$ cat src/rtl/arb_grant_collector_if.sv
// Handshake bundle between the round-robin arbiter, the grant collector and
// the downstream consumer of the arbitrated stream.
interface arb_grant_collector_if #(
  parameter int unsigned NUM_AGENTS = 16,
  parameter int unsigned DATA_WIDTH = 32,
  parameter int unsigned FIFO_DEPTH = 4
);
  localparam int unsigned ID_WIDTH  = $clog2(NUM_AGENTS);
  localparam int unsigned CNT_WIDTH = $clog2(FIFO_DEPTH + 1);

  logic [NUM_AGENTS-1:0]            grants_i;
  logic [NUM_AGENTS*DATA_WIDTH-1:0] data_i;
  logic                             yumi_o;
  logic [NUM_AGENTS-1:0]            ack_o;
  logic                             v_o;
  logic [DATA_WIDTH-1:0]            data_o;
  logic [ID_WIDTH-1:0]              id_o;
  logic                             ready_i;
  logic [CNT_WIDTH-1:0]             count_o;
  logic                             onehot_err_o;

  // Environment side: arbiter plus downstream consumer.
  modport master (
    output grants_i, data_i, ready_i,
    input  yumi_o, ack_o, v_o, data_o, id_o, count_o, onehot_err_o
  );

  // Collector side.
  modport slave (
    input  grants_i, data_i, ready_i,
    output yumi_o, ack_o, v_o, data_o, id_o, count_o, onehot_err_o
  );
endinterface

$ cat src/rtl/arb_grant_collector.sv
// Muxes the granted agent's payload into a tagged fall-through FIFO and
// returns yumi to the arbiter; flags multi-hot grants stickily.
module arb_grant_collector #(
  parameter int unsigned NUM_AGENTS = 16,
  parameter int unsigned DATA_WIDTH = 32,
  parameter int unsigned FIFO_DEPTH = 4
) (
  input  logic                  clk_i,
  input  logic                  reset,
  arb_grant_collector_if.slave  bus
);
  localparam int unsigned ID_WIDTH  = $clog2(NUM_AGENTS);
  localparam int unsigned CNT_WIDTH = $clog2(FIFO_DEPTH + 1);
  localparam int unsigned PTR_WIDTH = $clog2(FIFO_DEPTH);
  localparam int unsigned ENT_WIDTH = ID_WIDTH + DATA_WIDTH;

  logic                  grant_any;
  logic                  grant_ok;
  logic                  multi_hot;
  logic [ID_WIDTH-1:0]   id_enc;
  logic [DATA_WIDTH-1:0] data_sel;

  logic [ENT_WIDTH-1:0]  mem [FIFO_DEPTH];
  logic [PTR_WIDTH-1:0]  rd_ptr;
  logic [PTR_WIDTH-1:0]  wr_ptr;
  logic [CNT_WIDTH-1:0]  count;
  logic                  onehot_err;
  logic                  full;
  logic                  enq;
  logic                  deq;

  always_comb begin
    grant_any = |bus.grants_i;
    // Clearing the lowest set bit leaves zero only for a one-hot vector.
    grant_ok  = grant_any &
                ((bus.grants_i & (bus.grants_i - NUM_AGENTS'(1))) == '0);
    multi_hot = grant_any & ~grant_ok;
  end

  always_comb begin
    id_enc   = '0;
    data_sel = '0;
    for (int unsigned i = 0; i < NUM_AGENTS; i++) begin
      if (bus.grants_i[i]) begin
        id_enc   = ID_WIDTH'(i);
        data_sel = bus.data_i[i*DATA_WIDTH +: DATA_WIDTH];
      end
    end
  end

  // Full blocks acceptance even if the head leaves this cycle, keeping
  // ready_i out of the yumi path.
  always_comb begin
    full = (count == CNT_WIDTH'(FIFO_DEPTH));
    enq  = grant_ok & ~full & ~reset;
    deq  = bus.v_o & bus.ready_i;
  end

  always_ff @(posedge clk_i) begin
    if (enq) begin
      mem[wr_ptr] <= {id_enc, data_sel};
    end
  end

  always_ff @(posedge clk_i or posedge reset) begin
    if (reset) begin
      rd_ptr     <= '0;
      wr_ptr     <= '0;
      count      <= '0;
      onehot_err <= 1'b0;
    end else begin
      if (enq) wr_ptr <= wr_ptr + PTR_WIDTH'(1);
      if (deq) rd_ptr <= rd_ptr + PTR_WIDTH'(1);
      case ({enq, deq})
        2'b10:   count <= count + CNT_WIDTH'(1);
        2'b01:   count <= count - CNT_WIDTH'(1);
        default: count <= count;
      endcase
      if (multi_hot) onehot_err <= 1'b1;
    end
  end

  always_comb begin
    bus.yumi_o              = enq;
    bus.ack_o               = bus.grants_i & {NUM_AGENTS{enq}};
    bus.v_o                 = (count != '0);
    {bus.id_o, bus.data_o}  = mem[rd_ptr];
    bus.count_o             = count;
    bus.onehot_err_o        = onehot_err;
  end
endmodule

$ cat src/flat_wrapper.sv
// flat-port wrapper written by rule: the top's interface ports become plain ports
module arb_grant_collector_flat 
#(
  parameter int unsigned NUM_AGENTS = 16,
  parameter int unsigned DATA_WIDTH = 32,
  parameter int unsigned FIFO_DEPTH = 4
)
  (clk_i, reset, bus_grants_i, bus_data_i, bus_ready_i, bus_yumi_o, bus_ack_o, bus_v_o, bus_data_o, bus_id_o, bus_count_o, bus_onehot_err_o);
  arb_grant_collector_if #(.NUM_AGENTS(NUM_AGENTS), .DATA_WIDTH(DATA_WIDTH), .FIFO_DEPTH(FIFO_DEPTH)) bus_i ();
  input  logic clk_i;
  input  logic reset;
  input wire logic [$bits(bus_i.grants_i)-1:0] bus_grants_i;
  input wire logic [$bits(bus_i.data_i)-1:0] bus_data_i;
  input wire logic [$bits(bus_i.ready_i)-1:0] bus_ready_i;
  output wire logic [$bits(bus_i.yumi_o)-1:0] bus_yumi_o;
  output wire logic [$bits(bus_i.ack_o)-1:0] bus_ack_o;
  output wire logic [$bits(bus_i.v_o)-1:0] bus_v_o;
  output wire logic [$bits(bus_i.data_o)-1:0] bus_data_o;
  output wire logic [$bits(bus_i.id_o)-1:0] bus_id_o;
  output wire logic [$bits(bus_i.count_o)-1:0] bus_count_o;
  output wire logic [$bits(bus_i.onehot_err_o)-1:0] bus_onehot_err_o;
  assign bus_i.grants_i = bus_grants_i;
  assign bus_i.data_i = bus_data_i;
  assign bus_i.ready_i = bus_ready_i;
  assign bus_yumi_o = bus_i.yumi_o;
  assign bus_ack_o = bus_i.ack_o;
  assign bus_v_o = bus_i.v_o;
  assign bus_data_o = bus_i.data_o;
  assign bus_id_o = bus_i.id_o;
  assign bus_count_o = bus_i.count_o;
  assign bus_onehot_err_o = bus_i.onehot_err_o;
  arb_grant_collector #(.NUM_AGENTS(NUM_AGENTS), .DATA_WIDTH(DATA_WIDTH), .FIFO_DEPTH(FIFO_DEPTH)) u_core (.clk_i(clk_i), .reset(reset), .bus(bus_i));
endmodule
$ cat config.mk
export PLATFORM = sky130hd
export DESIGN_NAME = arb_grant_collector_flat
export DESIGN_NICKNAME = d
export VERILOG_FILES = /design/src/rtl/arb_grant_collector_if.sv /design/src/rtl/arb_grant_collector.sv /design/src/flat_wrapper.sv
export SDC_FILE = /design/constraint.sdc
export NUM_CORES = 1
export LEC_CHECK = 0
export BUFFER_PORTS_ARGS = -buffer_cell sky130_fd_sc_hd__buf_2
export CAP_MARGIN = 10
export CORE_AREA = 3 3 229 231
export CTS_BUF_LIST = sky130_fd_sc_hd__clkbuf_8 sky130_fd_sc_hd__clkbuf_16
export CTS_CLUSTER_DIAMETER = 100
export DETAILED_ROUTE_END_ITERATION = 16
export DIE_AREA = 0 0 232 234
export SYNTH_ARGS = -nofsm -noshare
export SYNTH_HDL_FRONTEND = slang
export SYNTH_SLANG_ARGS = --single-unit
export TNS_END_PERCENT = 100
$ cat constraint.sdc
create_clock -name clk_i -period 2.7 [get_ports clk_i]
set_input_delay 0.27 -clock clk_i [delete_from_list [all_inputs] [get_ports clk_i]]
set_output_delay 0.27 -clock clk_i [all_outputs]
set_load 0.005 [all_outputs]
==> metrics.md <==
| Metric | Value |
|---|---|
| Outcome | `complete, no violations` |
| Commonest non-fill, non-tap cell in the layout | `buf_2` |
| Async set-or-reset flop fraction in the synthesized netlist | `0.0526` |
| Largest net degree at the start of global routing | `60` |
| Max cap viols | `0` |
| Worst reg-to-reg path cell count | `8` |
| Wire length per cell | `25.5 microns` |
| Cell area after placement | `0.0144 sq mm` |
| Die span in x | `232 microns` |
| Reg-to-reg startpoint | `u_core.bus.count_o[1]$_DFFE_PP0P_` |
| Final nets | `2,092` |
| Maximum vdd drop | `407 uV` |
| CORE AREA | `0.0503 sq mm` |
| Area of the die | `0.0543 sq mm` |
| Post-Syn Instances | `962` |
| Clock Tree Root | `clkbuf_16` |
| RSZ-0062 raised after global routing | `true` |
| Fillcell total | `5,287` |
| Min-Delay Path Class | `in2reg` |
| Hold path start | `bus_data_i[497]` |
| Detail Route met3 WL | `4540 microns` |
| Syn avg cell area | `10.6 sq um` |
| Layout cells sized above 1 | `0.500` |
| Worst reg2reg path endpoint | `u_core.mem[0][28]$_DFFE_PP_` |
| Syn_nets | `1,499` |
| Vias in the first global route | `11,600` |
| Fmax | `372 MHz` |
| Largest family of logic cells by synthesized area | `compound AO/OA/AOI/OAI gates` |
| CTS tree | `done` |
| Period utilization | `0.997` |
| Design area | `0.0151 sq mm` |
| Final ANT Viol Nets | `0` |
| Htree depth | `4` |
| Worst-Margin Slew | `1.03 ns` |
| Synth warn | `0` |
| Initial antenna violation count | `26` |
| Starting Density | `0.202` |
| PwrDens | `514 mW/mm^2` |
| Setup TNS | `0 ns` |
| Hold-critical path endpoint | `u_core.mem[0][17]$_DFFE_PP_` |
| Routed WL | `57,400 microns` |
| Kind of critical path | `in2out` |
| Cell area after synthesis | `0.0102 sq mm` |
| Unique cell type count in the Yosys netlist | `49` |
| Port bufs | `588` |
| Simple-gate share of the synthesized area | `0.110` |
| Hold Crit Depth | `2` |
| Layout Cells excl Fill | `2,251` |
| Final Setup Violations | `0` |
| Setup slack on the worst flop-to-flop path | `0.43 ns` |
| Synth Area in Adders | `0.00813` |
| Clock Latency Late Sink | `0.42 ns` |
| Placed cell count | `2,203` |
| Vias per inst | `5.24` |
| Sequential share of the synthesized area | `0.445` |
| Global placer's final weighted congestion | `0.912` |
| Vias | `11,800` |
| Critical Path Fanout Max | `6` |
| Die height | `234 microns` |
| WL met1 | `23,500 microns` |
| Final Slew Violations | `0` |
| Synth Area in Compound Gates | `0.294` |
| Synth top area share | `0.426` |
| Type of destination of the critical path | `output pin` |
| IO Count | `589` |
| Clock Skews | `0.0132 ns` |
| Met2 wire length | `27,200 microns` |
| # DRC | `0` |
| Hold WS | `0.261 ns` |
| Final Hold Vio Count | `0` |
| Mux contribution to synthesized area | `0.0819` |
| Most frequent cells in the layout | `buf_2, edfxtp_1, a221oi_1` |
| Arrival @ worst endpoint | `2.42 ns` |
| First-pass GRT wire length | `78,400 microns` |
| Synth Flop Type | `edfxtp_1` |
| Startpoint class of the critical path | `input pin` |
| Synth Area in XOR/XNOR | `0.00517` |
| CTS Buffer Depth | `2` |
| Detailed Place HPWL | `46,700 microns` |
| Area Growth Syn to Fin | `49.0%` |
| WP data required | `2.43 ns` |
| Min cycle time layout | `2.69 ns` |
| Global route overflow | `0` |
| Clk sinks | `152` |
| Initial DRC count | `1,111` |
| Seq cells post-synth | `152` |
| All-Layer GR Usage | `0.198` |
| Rel. slew slack | `0.315` |
| Top sig layer | `met5` |
| CTS Buf Count | `17` |
| Area leader, netlist | `edfxtp_1` |
| Core Rows | `82` |
| Number of flops mapped to enable cells by yosys | `144` |
| Top post-synthesis cells by area | `edfxtp_1, a221oi_1, mux4_2, nor2b_1, a221o_1` |
| Lkg Pwr | `6.12 nW` |
| 1st-pass router iterations | `7` |
| Clk slew on worst S/H paths | `0.06 ns` |
==> flip-flops by register name, indices dropped and copies added (netlist names) <==
name and cells:
u_core.rd_ptr 2, u_core.bus.count_o 3, u_core.wr_ptr 2, u_core.mem 144, u_core.bus.onehot_err_o 1
==> layer usage <==
| layer | vias to the layer above | GRT usage |
|---|---|---|
| met2 | 741 | 0.327 |
| li1 | 5155 | - |
| met5 | - | 0 |
| met3 | 133 | 0.0397 |
| met1 | 5759 | 0.258 |
| met4 | 12 | 0.0686 |
==> power by group <==
| part | switching [mW] | internal [mW] | total [mW] |
|---|---|---|---|
| clock network | 0.993 | 1.21 | 2.21 |
| logic | 1.43 | 1.38 | 2.82 |
| registers | 0.110 | 2.65 | 2.76 |
==> cells in the mapped netlist (all sizes together) (4+ instances only) <==
| master | number |
|---|---|
| a31oi | 10 |
| buf | 10 |
| nor4 | 8 |
| a21oi | 68 |
| o31ai | 26 |
| a221o | 40 |
| a221oi | 112 |
| dfrtp | 8 |
| nand3 | 10 |
| o32ai | 24 |
| nor3 | 35 |
| o21ai | 67 |
| ha | 5 |
| nand2 | 6 |
| a22oi | 24 |
| clkbuf | 99 |
| or3 | 4 |
| and2 | 16 |
| edfxtp | 144 |
| o22ai | 8 |
| mux4 | 36 |
| o211ai | 8 |
| inv | 37 |
| nor2b | 68 |
| nor2 | 51 |
| a211oi | 9 |
==> worst max-delay path: stages <==
cell	delay [ns]
buf_6	0.09
or4_4	0.55
o41ai_2	0.28
nand2_1	0.09
a2111o_1	0.41
nor3_4	0.22
buf_6	0.17
buf_6	0.13
and2_4	0.14
buf_6	0.08
==> worst max path at each step <==
stage                               start                                 to  slack (ns)  cells past startpoint
final                     bus_grants_i[1]                      bus_ack_o[15]       0.009                     10
after detailed placement  bus_grants_i[1]        u_core.mem[0][13]$_DFFE_PP_       -0.25                      9
after floorplan           bus_grants_i[3]  u_core.bus.count_o[2]$_DFFE_PP0P_       -0.27                     14
after global routing      bus_grants_i[1]                      bus_ack_o[15]       -0.05                     10
after CTS                 bus_grants_i[1]                      bus_ack_o[15]       0.003                     10
after global placement    bus_grants_i[1]        u_core.mem[1][13]$_DFFE_PP_       -0.23                      9
==> through the flow <==
step           total power [mW]   util  setup WS [ns]
3_3_place_gp               5.66  0.286         -0.229
2_1_floorplan              4.17      -         -0.266
4_1_cts                    7.88  0.299        0.00315
6_report                   7.79  0.301        0.00878
5_1_grt                    8.18  0.301        -0.0481
3_5_place_dp               5.67  0.286         -0.252
==> cell type report <==
| cell class | instances | area (sq um) | share of cell area |
|---|---|---|---|
| clock buffers | 17 | 425 | 0.0281 |
| clock inverters | 15 | 133 | 0.00876 |
| flip-flops and latches | 152 | 4530 | 0.299 |
| repair buffers | 683 | 3860 | 0.255 |
| diodes | 11 | 27.5 | 0.00182 |
| well taps | 672 | 841 | 0.0555 |
| inverters | 37 | 139 | 0.00917 |
| multi-input cells | 664 | 5190 | 0.343 |
==> kinds of logic (layout without fill, tap and decap cells) <==
group           Yosys count  in the layout
mux                      38             38
flops                   152            152
fa+ha+maj                 6              6
buf+inv                 146            752
xor+xnor                  6              6
compound gates          407            407
simple gates            207            207
other cells               0             11
==> what timing repair did <==
item,in CTS,in global routing
endpoints found under the hold margin,8,0
resized for setup,6,20
buffers inserted,2,2
setup endpoints to repair,17,11
gates cloned,0,0
hold buffers,1,0
pin swaps,1,8
(Power assumes the default switching activity.)
